==> src/rtl/dcache_miss_ctrl_pkg.sv <==
// ----------------------------------------------------------------------------
// dcache_miss_ctrl_pkg
// Shared definitions for the data-cache miss controller:
//   - miss_state_t and its state constants (IDLE, WB_REQ, WB_WAIT, PF_REQ,
//     PF_WAIT, FIN)
//   - line_off_bits(): byte-offset width of a cache line given its word count
// ----------------------------------------------------------------------------
package dcache_miss_ctrl_pkg;

    // Miss-handling FSM state encoding.
    typedef logic [2:0] miss_state_t;

    localparam miss_state_t StIdle   = 3'd0;
    localparam miss_state_t StWbReq  = 3'd1;
    localparam miss_state_t StWbWait = 3'd2;
    localparam miss_state_t StPfReq  = 3'd3;
    localparam miss_state_t StPfWait = 3'd4;
    localparam miss_state_t StFin    = 3'd5;

    // Number of low address bits that select a byte within a line of
    // 32-bit words.
    function automatic int unsigned line_off_bits(input int unsigned line_words);
        return $clog2(line_words * 4);
    endfunction

endpackage

==> src/rtl/dcache_miss_ctrl.sv <==
// ----------------------------------------------------------------------------
// dcache_miss_ctrl
// Sequences a data-cache miss: optional write-back of a dirty victim line,
// then a page-fault (line fill) burst, each handed to a DMA engine with a
// happen/done handshake and guarded by a wait timeout.
//
// Ports
//   cpu_clk, cpu_rst_n          clock, synchronous active-low reset
//   miss_valid / miss_ready     miss request handshake (ready only in IDLE)
//   miss_addr                   missing byte address
//   miss_victim_dirty/_addr     victim needs write-back / victim byte address
//   miss_done, miss_err         one-cycle completion / timeout-abort pulses
//   cpu_stall                   high while a miss is in flight
//   dma_write_back_*            write-back request: happen, done, addr, len
//   dma_page_fault_*            line-fill request: happen, done, addr, len
//   miss_count, wb_count        saturating completed fill / write-back counts
// ----------------------------------------------------------------------------
module dcache_miss_ctrl
    import dcache_miss_ctrl_pkg::*;
#(
    parameter int unsigned ADDR_WIDTH      = 32,
    parameter int unsigned READ_BURST_LEN  = 8,
    parameter int unsigned WRITE_BURST_LEN = 8,
    parameter int unsigned LINE_WORDS      = 8,
    parameter int unsigned TIMEOUT_CYCLES  = 1024
) (
    input  logic                       cpu_clk,
    input  logic                       cpu_rst_n,

    input  logic                       miss_valid,
    output logic                       miss_ready,
    input  logic [ADDR_WIDTH-1:0]      miss_addr,
    input  logic                       miss_victim_dirty,
    input  logic [ADDR_WIDTH-1:0]      miss_victim_addr,
    output logic                       miss_done,
    output logic                       miss_err,
    output logic                       cpu_stall,

    output logic                       dma_write_back_happen,
    input  logic                       dma_write_back_done,
    output logic [ADDR_WIDTH-1:0]      dma_write_back_addr,
    output logic [WRITE_BURST_LEN-1:0] dma_write_back_burst_len,

    output logic                       dma_page_fault_happen,
    input  logic                       dma_page_fault_done,
    output logic [ADDR_WIDTH-1:0]      dma_page_fault_addr,
    output logic [READ_BURST_LEN-1:0]  dma_page_fault_burst_len,

    output logic [31:0]                miss_count,
    output logic [31:0]                wb_count
);

    localparam int unsigned OffBits = line_off_bits(LINE_WORDS);
    localparam int unsigned TimerW  = $clog2(TIMEOUT_CYCLES);

    // Timer value on the last permitted WAIT cycle.
    localparam logic [TimerW-1:0] TimerLast = TimerW'(TIMEOUT_CYCLES - 1);

    // Clears the byte-within-line bits of an address.
    localparam logic [ADDR_WIDTH-1:0] LineMask =
        ~ADDR_WIDTH'((64'd1 << OffBits) - 64'd1);

    localparam logic [WRITE_BURST_LEN-1:0] WbLen = WRITE_BURST_LEN'(LINE_WORDS - 1);
    localparam logic [READ_BURST_LEN-1:0]  PfLen = READ_BURST_LEN'(LINE_WORDS - 1);

    function automatic logic [31:0] sat_inc(input logic [31:0] v);
        return (v == 32'hFFFF_FFFF) ? v : v + 32'd1;
    endfunction

    miss_state_t                state_q, state_d;
    logic [TimerW-1:0]          timer_q, timer_d;
    logic [ADDR_WIDTH-1:0]      wb_addr_q, wb_addr_d;
    logic [ADDR_WIDTH-1:0]      pf_addr_q, pf_addr_d;
    logic [WRITE_BURST_LEN-1:0] wb_len_q, wb_len_d;
    logic [READ_BURST_LEN-1:0]  pf_len_q, pf_len_d;
    logic                       wb_happen_q, wb_happen_d;
    logic                       pf_happen_q, pf_happen_d;
    logic                       done_q, done_d;
    logic                       err_q, err_d;
    logic [31:0]                miss_count_q, miss_count_d;
    logic [31:0]                wb_count_q, wb_count_d;

    always_comb begin
        state_d      = state_q;
        timer_d      = '0;
        wb_addr_d    = wb_addr_q;
        pf_addr_d    = pf_addr_q;
        wb_len_d     = wb_len_q;
        pf_len_d     = pf_len_q;
        miss_count_d = miss_count_q;
        wb_count_d   = wb_count_q;
        err_d        = 1'b0;

        case (state_q)
            StIdle: begin
                if (miss_valid) begin
                    wb_addr_d = miss_victim_addr & LineMask;
                    pf_addr_d = miss_addr & LineMask;
                    wb_len_d  = WbLen;
                    pf_len_d  = PfLen;
                    state_d   = miss_victim_dirty ? StWbReq : StPfReq;
                end
            end
            StWbReq: state_d = StWbWait;
            StWbWait: begin
                // Done takes priority over an expiry on the same cycle.
                if (dma_write_back_done) begin
                    state_d    = StPfReq;
                    wb_count_d = sat_inc(wb_count_q);
                end else if (timer_q == TimerLast) begin
                    state_d = StIdle;
                    err_d   = 1'b1;
                end else begin
                    timer_d = timer_q + TimerW'(1);
                end
            end
            StPfReq: state_d = StPfWait;
            StPfWait: begin
                if (dma_page_fault_done) begin
                    state_d      = StFin;
                    miss_count_d = sat_inc(miss_count_q);
                end else if (timer_q == TimerLast) begin
                    state_d = StIdle;
                    err_d   = 1'b1;
                end else begin
                    timer_d = timer_q + TimerW'(1);
                end
            end
            StFin:   state_d = StIdle;
            default: state_d = StIdle;
        endcase

        // Registered outputs decoded from the next state so they line up
        // with the state they belong to.
        wb_happen_d = (state_d == StWbReq) || (state_d == StWbWait);
        pf_happen_d = (state_d == StPfReq) || (state_d == StPfWait);
        done_d      = (state_d == StFin);
    end

    always_ff @(posedge cpu_clk) begin
        if (!cpu_rst_n) begin
            state_q      <= StIdle;
            timer_q      <= '0;
            wb_addr_q    <= '0;
            pf_addr_q    <= '0;
            wb_len_q     <= '0;
            pf_len_q     <= '0;
            wb_happen_q  <= 1'b0;
            pf_happen_q  <= 1'b0;
            done_q       <= 1'b0;
            err_q        <= 1'b0;
            miss_count_q <= '0;
            wb_count_q   <= '0;
        end else begin
            state_q      <= state_d;
            timer_q      <= timer_d;
            wb_addr_q    <= wb_addr_d;
            pf_addr_q    <= pf_addr_d;
            wb_len_q     <= wb_len_d;
            pf_len_q     <= pf_len_d;
            wb_happen_q  <= wb_happen_d;
            pf_happen_q  <= pf_happen_d;
            done_q       <= done_d;
            err_q        <= err_d;
            miss_count_q <= miss_count_d;
            wb_count_q   <= wb_count_d;
        end
    end

    assign miss_ready               = (state_q == StIdle);
    assign cpu_stall                = (state_q != StIdle);
    assign miss_done                = done_q;
    assign miss_err                 = err_q;
    assign dma_write_back_happen    = wb_happen_q;
    assign dma_write_back_addr      = wb_addr_q;
    assign dma_write_back_burst_len = wb_len_q;
    assign dma_page_fault_happen    = pf_happen_q;
    assign dma_page_fault_addr      = pf_addr_q;
    assign dma_page_fault_burst_len = pf_len_q;
    assign miss_count               = miss_count_q;
    assign wb_count                 = wb_count_q;

endmodule

==> config.mk <==
export PLATFORM = sky130hd
export DESIGN_NAME = dcache_miss_ctrl
export DESIGN_NICKNAME = d
export VERILOG_FILES = /design/src/rtl/dcache_miss_ctrl_pkg.sv /design/src/rtl/dcache_miss_ctrl.sv
export SDC_FILE = /design/constraint.sdc
export NUM_CORES = 1
export LEC_CHECK = 0
export CORE_UTILIZATION = 45
export CTS_CLUSTER_SIZE = 24
export DETAILED_ROUTE_END_ITERATION = 8
export PLACE_DENSITY = 0.81
export SYNTH_ARGS = -nofsm -noshare
export SYNTH_HDL_FRONTEND = slang
export SYNTH_SLANG_ARGS = --single-unit
==> constraint.sdc <==
create_clock -name cpu_clk -period 2.79 [get_ports cpu_clk]
set_clock_uncertainty 0.05 [all_clocks]
set_input_delay 0.4185 -clock cpu_clk [delete_from_list [all_inputs] [get_ports cpu_clk]]
set_output_delay 0.4185 -clock cpu_clk [all_outputs]
set_load 0.01 [all_outputs]
==> results of run 1 <==
kinds of logic after synthesis:
| kind of cell | after synthesis |
|---|---|
| buffers and inverters | 78 |
| adders and majority gates | 3 |
| xor gates and xnor gates | 32 |
| AOI/OAI and AO/OA | 128 |
| and+or+nand+nor | 345 |
| other | 1 |
| DFF | 136 |
| muxes | 15 |
final timing paths:
| path | endpoint | slack (ns) | cells past startpoint |
|---|---|---|---|
| worst max register to register | miss_count[9] | 0.49 | 6 |
| worst min-delay path | dma_write_back_addr[9] | 0.40 | 2 |
| worst max-delay path | miss_ready | 0.43 | 2 |
| worst min register to register | dma_write_back_addr[9] | 0.40 | 2 |
cell usage after synthesis, types with 3 or more instances:
master	n	share of area
dfxtp_1	136	0.45
nor2_1	47	0.029
and4_1	7	0.010
a21oi_1	76	0.063
or4_1	10	0.012
nor3_1	11	0.0091
a211oi_1	7	0.0087
nand4_1	16	0.017
a21o_1	4	0.0050
nor4_1	14	0.014
nor3b_1	3	0.0037
nand2b_1	17	0.018
o31ai_1	9	0.011
buf_2	4	0.0033
a31oi_1	5	0.0052
nand2_1	153	0.095
and3_1	9	0.0093
clkbuf_1	30	0.019
buf_1	5	0.0031
o211ai_1	3	0.0037
or3_1	8	0.0083
o21ai_0	10	0.0083
xor2_1	6	0.0087
ha_1	3	0.0062
and2_1	7	0.0072
inv_1	12	0.0075
buf_4	25	0.031
xnor2_1	26	0.038
mux2i_1	15	0.025
nand3_1	30	0.025
critical path, delay by kind of cell, from the launching register on:
kind,cells,cell delay [ns]
flip-flops,1,0.36
buffers and inverters,1,0.64
AND/OR/NAND/NOR,1,0.48
power groups by stage:
stage	clock network (mW)	logic, mW	registers (mW)
6_report	2.25	0.582	2.07
5_1_grt	2.38	0.629	2.08
4_1_cts	2.29	0.588	2.07
3_5_place_dp	0	0.584	2.11
3_3_place_gp	0	0.579	2.11
2_1_floorplan	0	0.265	2.14
sequential cells by signal, summed over array words and instances (netlist names):
name                      flops
dma_page_fault_addr          27
dma_page_fault_burst_len      1
dma_page_fault_happen         1
dma_write_back_addr          27
dma_write_back_happen         1
miss_count                   32
miss_done                     1
miss_err                      1
state_q                       3
timer_q                      10
wb_count                     32
routing by layer:
metal,wire (um),up-vias,track usage
met3,681,27,0.0426
met5,0,-,0
met1,6850,2622,0.276
met4,286,0,0.0881
li1,-,2881,-
met2,7660,158,0.376
cell type report:
cell class                 instances  area [um^2]
timing repair buffer             209         2050
sequential                       136         2720
multi-input combinational        543         2990
inverter                          12         46.3
fill                            1064         4260
clock buffer                      24          472
tap                              172          215
clock inverter                     8          120
layout by cell type, fill, tap and decap left out, drive strengths merged, types with 6 or more instances in the layout:
master	n
nand2b	17
nor2	47
nand2	153
a211oi	7
clkbuf	24
nand4	16
inv	11
mux2i	15
clkdlybuf4s50	189
nand3	30
a21oi	76
xnor2	26
and4	7
nor4	16
conb	20
buf	20
and3	9
xor2	6
o31ai	9
dfxtp	136
nor3	11
or4	11
or3	8
o21ai	10
and2	7
metrics by stage:
stage	power, mW	worst slack [ns]	util	hold WS (ns)
finish	4.91	0.429	0.669	0.402
global placement	2.68	0.129	0.623	0.391
global route	5.09	0.296	0.669	0.418
floorplan	2.40	0.506	-	0.380
detailed placement	2.69	0.108	0.623	0.396
CTS	4.94	0.394	0.669	0.403
==> metrics, run 1 <==
xor and xnor area share after synthesis=0.0464; hpwl dp=between 10,000 and 15,000 um; Worst Max-Slew Pin Slew=0.641 ns; cell row count=41; Arr. time, crit path=~1.9 ns; htree depth=4; Worst Setup Start Kind=flop; vias in the first global route=about 5,000; Vias=about 5,700; clock buffer depth=2; critical path startpoint=state_q[2]; largest net degree at the start of global routing=64; # DRC=0; Synth Area in Simple Gates=0.279; first-pass GRT wire length=~25,000 um; 1st-iter DRT viols=370; Final GP Congestion=a little over 0.8; post-synthesis compound-gate area fraction=0.125; Die ar.=0.0139 mm^2; GRT Overall Usage=0.222; layout cells sized above 1=0.0633; Post-Route Setup TNS=0 ns; Cell Count, Final, Fillers Out=1,104; hold crit path type=flop to flop; post-CTS sizing=0; post-place instance area=around 0.008 mm^2; ANT nets after route=0; Tcrit/Tclk final=0.846; Synth Area in Adders=0.00621; RSZ-0062 raised after global routing=false; Seq pwr share=0.422; # hold bufs at CTS=0; via density per instance=about 5.2; largest family of logic cells by synthesized area=simple AND/OR/NAND/NOR gates; CP Capture Type=output pin; TritonCTS clock tree=built; DR WL/cell=14.0 um; Core Region=approximately 0.013 mm^2; Avg Synthesized Cell Area=8.19 um^2; Initial Utilization=0.469; min cycle time layout=2.36 ns; mux contribution to synthesized area=0.0249; PD cells=569 mW/mm^2; async set-reset flop share out of synthesis=0; hold path start=dma_write_back_addr[9]; die height=approximately 120 um; Synth Instances=approximately 740; final instance area=0.00862 mm^2; final hold vios=0; peak supply drop=between 0.3 and 0.4 mV; detailed-route wire length=15,500 um; switching portion of total power=0.231; Max Fanout on Critical Path=7; fmax=424 MHz; latest clock arrival within the worst-skew pair=between 0.4 and 0.5 ns; CTS clk-pin slew, worst paths=0.06 ns; R2R Path Start=state_q[1]; Inserted Clock Buffers=17; P_int=about 3.8 mW; yosys warns=0; post-synthesis sequential area ratio=0.451; Post-CTS Setup Repair Bufs=0; DRT Pass-1 Iters=5; power share of the clock group=0.460; GRT overflow=0; status=complete, no violations; slowest stage delay, CP=0.64 ns; switching power of the nets=1.14 mW; worst rel slew slack=0.572; Max Transition Viols Final=0; Die Wd=~120 um; MaxCap Viol Count=0; Crit-path slowest cell=clkdlybuf4s50_1; # nets final=992; port buffer count=roughly 190; critical-path cell list=nor3_1 -> clkdlybuf4s50_1; Synth Register Bits=approximately 140; # IOs=220; Netlist Area Pre-Place=0.00604 mm^2; synth unique cells=53; Worst Path Class, Setup=flop to output pin; Syn-to-layout area delta=42.6%; power share of the combinational group=0.119; Final Setup Violations=0; CTS root buf=clkbuf_16; P_leak=2.99 nW; Cells after DPL=1,072; initial antenna violation count=0; Post-synth EDFFs=0; CTS sink cnt=approximately 140; diode count=0; Primary FF master, synth=dfxtp_1; WP data required=2.32 ns
(Power assumes the default switching activity.)
==> inputs of run 2 (changes only) <==
==> constraint.sdc (replaced) <==
create_clock -name cpu_clk -period 2.2 [get_ports cpu_clk]
set_clock_uncertainty 0.05 [all_clocks]
set_input_delay 0.33 -clock cpu_clk [delete_from_list [all_inputs] [get_ports cpu_clk]]
set_output_delay 0.33 -clock cpu_clk [all_outputs]
set_load 0.01 [all_outputs]
==> run 2 against run 1 <==
- sequential share of layout area is 1.6 points lower
- critical path type is now flop to flop
- largest power group unchanged
- first-iteration DRC count decreased by 12%
- clock power up 45%
- die area is the same
- combinational power rose by 33%
- final area rose by 5.5%
- register-to-register slack lost 0.42 ns
- critical endpoint is now miss_count[20]
- worst setup slack got worse by 0.36 ns
- largest cell class unchanged
- clock-buffer cell count fell by 3
==> metrics, run 2 (synthesized netlist as in run 1, its figures left out) <==
fmax=approximately 470 MHz; first-pass GRT wire length=about 26,000 um; MaxCap Viol Count=0; # DRC=0; Initial Utilization=0.469; final worst slack=roughly 0.074 ns; vias in the first global route=5,318; hold_ws=0.400 ns; hpwl dp=11,100 um; worst path bufs/invs=0; CP Capture Type=flop; hold crit path type=flop to flop; critical-path cell list=ha_4 -> nand2_1 -> or4_4 -> a21o_1 -> or4_1 -> a21oi_1; port buffer count=189; Cells after DPL=1,110; diode count=0; Syn-to-layout area delta=50.5%; final instance area=0.00909 mm^2; Inserted Clock Buffers=17; DRT Pass-1 Iters=4; WP data required=2.50 ns; Arr. time, crit path=about 2.4 ns; Core Region=0.0129 mm^2; commonest non-fill, non-tap cells in the layout=clkdlybuf4s50_1, nand2_1, dfxtp_1, a21oi_1, buf_4; Worst Max-Slew Pin Slew=0.569 ns; pre-CTS WS=-0.436 ns; TritonCTS clock tree=built; Final Setup Violations=0; CTS root buf=clkbuf_16; layout cells sized above 1=0.112; Die Wd=118 um; via density per instance=just over 5; reg2reg setup slack=0.07 ns; ANT nets after route=0; Worst Hold End=dma_page_fault_addr[11]; clock buffer depth=2; FF-to-FF End=miss_count[20]; slowest stage delay, CP=0.61 ns; Cell Count, Final, Fillers Out=1,143; worst rel slew slack=0.617; peak supply drop=0.472 mV; P_leak=3.26 nW; latest clock arrival within the worst-skew pair=0.41 ns; post-place instance area=0.00833 mm^2; DR WL/cell=approximately 14 um; Tcrit/Tclk final=0.967; PD cells=between 700 and 800 mW/mm^2; # nets final=1,031; status=complete, no violations; CTS sink cnt=136; # IOs=220; number of fillers in the final layout=1,016; Worst Setup Start Kind=flop; 1st-iter DRT viols=325; detailed-route wire length=16,000 um; # hold bufs at CTS=0; die height=~120 um; CTS clk-pin slew, worst paths=0.06 ns; Crit-path slowest cell=or4_4; Die ar.=0.0139 mm^2; cell row count=41; Worst Path Class, Setup=flop to flop; hold path cells=2; final core occ=0.706; final hold vios=0; most common cell after layout, fill and taps aside=clkdlybuf4s50_1; htree depth=4; Max Transition Viols Final=0; Worst Reg2Reg Path Length in Cells=6; GRT Overall Usage=0.229; Crit path max-delay family=simple AND/OR/NAND/NOR gates; Vias=5,835; Max Fanout on Critical Path=6; GRT overflow=0; initial antenna violation count=0; R2R Path Start=miss_count[0]; min cycle time layout=2.13 ns; Final GP Congestion=0.827; hold path start=dma_page_fault_addr[11]; largest net degree at the start of global routing=63
run 2: metrics by stage:
stage	TNS, ns	power, mW
floorplan	-0.114	3.05
global placement	-6.63	3.43
detailed placement	-6.88	3.44
CTS	0	6.73
global route	-0.0104	6.94
finish	0	6.67
run 2: worst max-delay path by stage:
stage	from	cells after the start	slack, ns	endpoint
5_1_grt	miss_count[0]	6	-0.01	miss_count[20]
4_1_cts	miss_count[1]	6	0.03	miss_count[20]
3_3_place_gp	dma_page_fault_done	6	-0.42	miss_count[20]
3_5_place_dp	dma_page_fault_done	6	-0.44	miss_count[20]
6_report	miss_count[0]	6	0.07	miss_count[20]
2_1_floorplan	state_q[1]	8	-0.07	miss_count[20]
run 2: cell type report:
cell class                 count  area (um^2)  area share
multi-input combinational    543         3030       0.334
clock buffer                  21          480      0.0528
inverter                      12         45.0     0.00495
timing repair buffer         248         2370       0.261
clock inverter                11          216      0.0238
sequential                   136         2730       0.300
tap                          172          215      0.0237
run 2: what timing repair did:
action | 4_1_cts | 5_1_grt
buffers inserted | 0 | 1
setup endpoints to repair | 4 | 4
pin swaps | 0 | 1
endpoints found under the hold margin | 0 | 0
resized for setup | 3 | 7
run 2: metal layers:
| metal | vias up | global-route usage | part of all wire |
|---|---|---|---|
| met3 | 24 | 0.0518 | 0.047 |
| met2 | 161 | 0.400 | 0.52 |
| met1 | 2698 | 0.267 | 0.42 |
| met5 | - | 0 | 0 |
| met4 | 0 | 0.0946 | 0.020 |
| li1 | 2952 | - | - |
run 2: worst min-delay path, cell delays in order, from the launching register on:
cell	delay, ns
dfxtp_1	0.30
nand2_1	0.05
a21oi_1	0.05
run 2: power by group:
group	total, mW	switching [mW]	internal (mW)
Clock	3.27	1.03	2.25
Combinational	0.776	0.373	0.403
Sequential	2.62	0.0527	2.56
Total	6.67	1.45	5.21
==> inputs of run 3 (changes only) <==
--- a/config.mk
+++ b/config.mk
@@ -5,10 +5,13 @@
 export SDC_FILE = /design/constraint.sdc
 export NUM_CORES = 1
 export LEC_CHECK = 0
-export CORE_UTILIZATION = 45
+export CELL_PAD_IN_SITES_DETAIL_PLACEMENT = 1
+export CELL_PAD_IN_SITES_GLOBAL_PLACEMENT = 1
+export CORE_UTILIZATION = 32
 export CTS_CLUSTER_SIZE = 24
 export DETAILED_ROUTE_END_ITERATION = 8
-export PLACE_DENSITY = 0.81
+export PLACE_DENSITY_LB_ADDON = 0.1
+export RECOVER_POWER = 25
 export SYNTH_ARGS = -nofsm -noshare
 export SYNTH_HDL_FRONTEND = slang
 export SYNTH_SLANG_ARGS = --single-unit
==> run 3 against run 2 <==
- the flow now finishes with violations (negative setup slack)
- sequential power hardly changed
- die area is 40% higher
- final area is 2.0% higher
- global-route usage is 2.0 points lower
- clock-buffer cell count is 1 lower
- register-to-register slack worse by 0.11 ns
- routed wire length is 26% higher
- combinational power is 3.1% higher
==> metrics, run 3 (synthesized netlist as in run 1, its figures left out) <==
# DRC=0; CTS root buf=clkbuf_16; Core Region=0.0182 mm^2; detailed-route wire length=a little over 20,000 um; MaxCap Viol Count=0; 1st-iter DRT viols=225; WP data required=2.44 ns; diode count=0; P_leak=3.32 nW; via density per instance=5.02; hold_ws=0.401 ns; largest net degree at the start of global routing=56; Max Fanout on Critical Path=6; min cycle time layout=2.24 ns; Worst Path Class, Setup=flop to flop; Crit path max-delay family=simple AND/OR/NAND/NOR gates; Power Total=about 6.4 mW; status=finished, violations left; Inserted Clock Buffers=17; switching power of the nets=1.56 mW; peak supply drop=0.519 mV; DRT Pass-1 Iters=4; Initial Utilization=0.332; final hold vios=0; worst rel slew slack=0.552; fmax=446 MHz; hpwl dp=14,500 um; htree depth=4; critical-path cell list=clkbuf_1 -> nor4bb_4 -> buf_4 -> nand4_1 -> buf_4 -> nor4_2 -> xnor2_1 -> nor2_1; Die ar.=0.0194 mm^2; hold crit path type=flop to flop; # nets final=1,046; final instance area=0.00928 mm^2; Final GP Congestion=about 0.8; failing checks=negative setup slack; most common cell after layout, fill and taps aside=clkdlybuf4s50_1; Worst Setup Start Kind=flop; Syn-to-layout area delta=53.5%; power share of the clock group=0.463; GRT overflow=0; Vias=6,102; slowest stage delay, CP=0.36 ns; layout cells sized above 1=0.138; Cell Count, Final, Fillers Out=1,215; Final Setup Violations=3; Max Transition Viols Final=0; pre-CTS WS=-0.470 ns; clock buffer depth=2; final core occ=0.509; PD cells=686 mW/mm^2; vias in the first global route=6,443; die height=139 um; GRT Overall Usage=0.209; power share of the combinational group=0.126; TritonCTS clock tree=built; CTS clk-pin slew, worst paths=0.06 ns; final worst slack=-0.0400 ns; P_int=approximately 4.8 mW; first-pass GRT wire length=32,600 um; DR WL/cell=16.6 um; switching portion of total power=0.245; initial antenna violation count=0; Post-Route Setup TNS=-0.0718 ns; crit-path most repeated cell=buf_4; post-place instance area=0.00854 mm^2; Die Wd=139 um; Seq pwr share=0.411; Arr. time, crit path=2.48 ns; Crit-path slowest cell=nor4_2; port buffer count=189; Worst Max-Slew Pin Slew=0.666 ns; ANT nets after route=0; latest clock arrival within the worst-skew pair=approximately 0.42 ns; Cells after DPL=1,181; RSZ-0062 raised after global routing=true; CTS sink cnt=136; # IOs=220; cell row count=49; worst path bufs/invs=3; Tcrit/Tclk final=1.02; CP Capture Type=flop; commonest non-fill, non-tap cells in the layout=clkdlybuf4s50_1, nand2_1, dfxtp_1, a21oi_1, buf_4
-- run 3: cell types whose count changed in the layout (fill, tap and decap cells not counted), sizes merged --
cell / change
bufinv: -3
inv: -1
clkinv: +5
clkdlybuf4s50: -4
buf: +13
dlygate4sd3: +4
clkbuf: +1
-- run 3: final timing paths --
kind,start,to,slack (ns),cells after the start
worst min-delay path,dma_page_fault_addr[28],dma_page_fault_addr[28],0.40,2
worst min register to register,dma_page_fault_addr[28],dma_page_fault_addr[28],0.40,2
worst max-delay path,state_q[2],wb_count[28],-0.04,8
worst max register to register,state_q[2],wb_count[28],-0.04,8
-- run 3: power by group through the flow --
stage / Combinational, mW / Clock [mW] / Sequential, mW
2_1_floorplan: 0.336 / 0 / 2.71
3_3_place_gp: 0.784 / 0 / 2.66
3_5_place_dp: 0.809 / 0 / 2.67
4_1_cts: 0.822 / 3.01 / 2.62
5_1_grt: 0.869 / 3.11 / 2.63
6_report: 0.800 / 2.95 / 2.62
-- run 3: worst min-delay path: stages, from the launching register on --
cell and delay (ns):
dfxtp_1 0.31, nand2_1 0.05, a21oi_1 0.05
-- run 3: repair_timing --
| item | in CTS | in global routing |
|---|---|---|
| endpoints found under the setup margin | 12 | 28 |
| setup buffers | 1 | 1 |
| hold buffers | 0 | 0 |
| pin swaps | 1 | 1 |
| resized for setup | 6 | 20 |
-- run 3: area by class of cell --
cell class | instances | area [um^2]
Fill cell | 2136 | 8930
Timing Repair Buffer | 263 | 2500
Multi-Input combinational cell | 543 | 3120
Clock buffer | 20 | 457
Inverter | 12 | 46.3
Sequential cell | 136 | 2720
Tap cell | 229 | 287
Clock inverter | 12 | 150
-- run 3: per-layer routing --
layer	up-vias	wire [um]	global-route usage
met1	2945	8460	0.234
met2	135	10500	0.387
li1	2988	-	-
met3	34	775	0.0403
met4	0	476	0.0830
met5	-	0	0
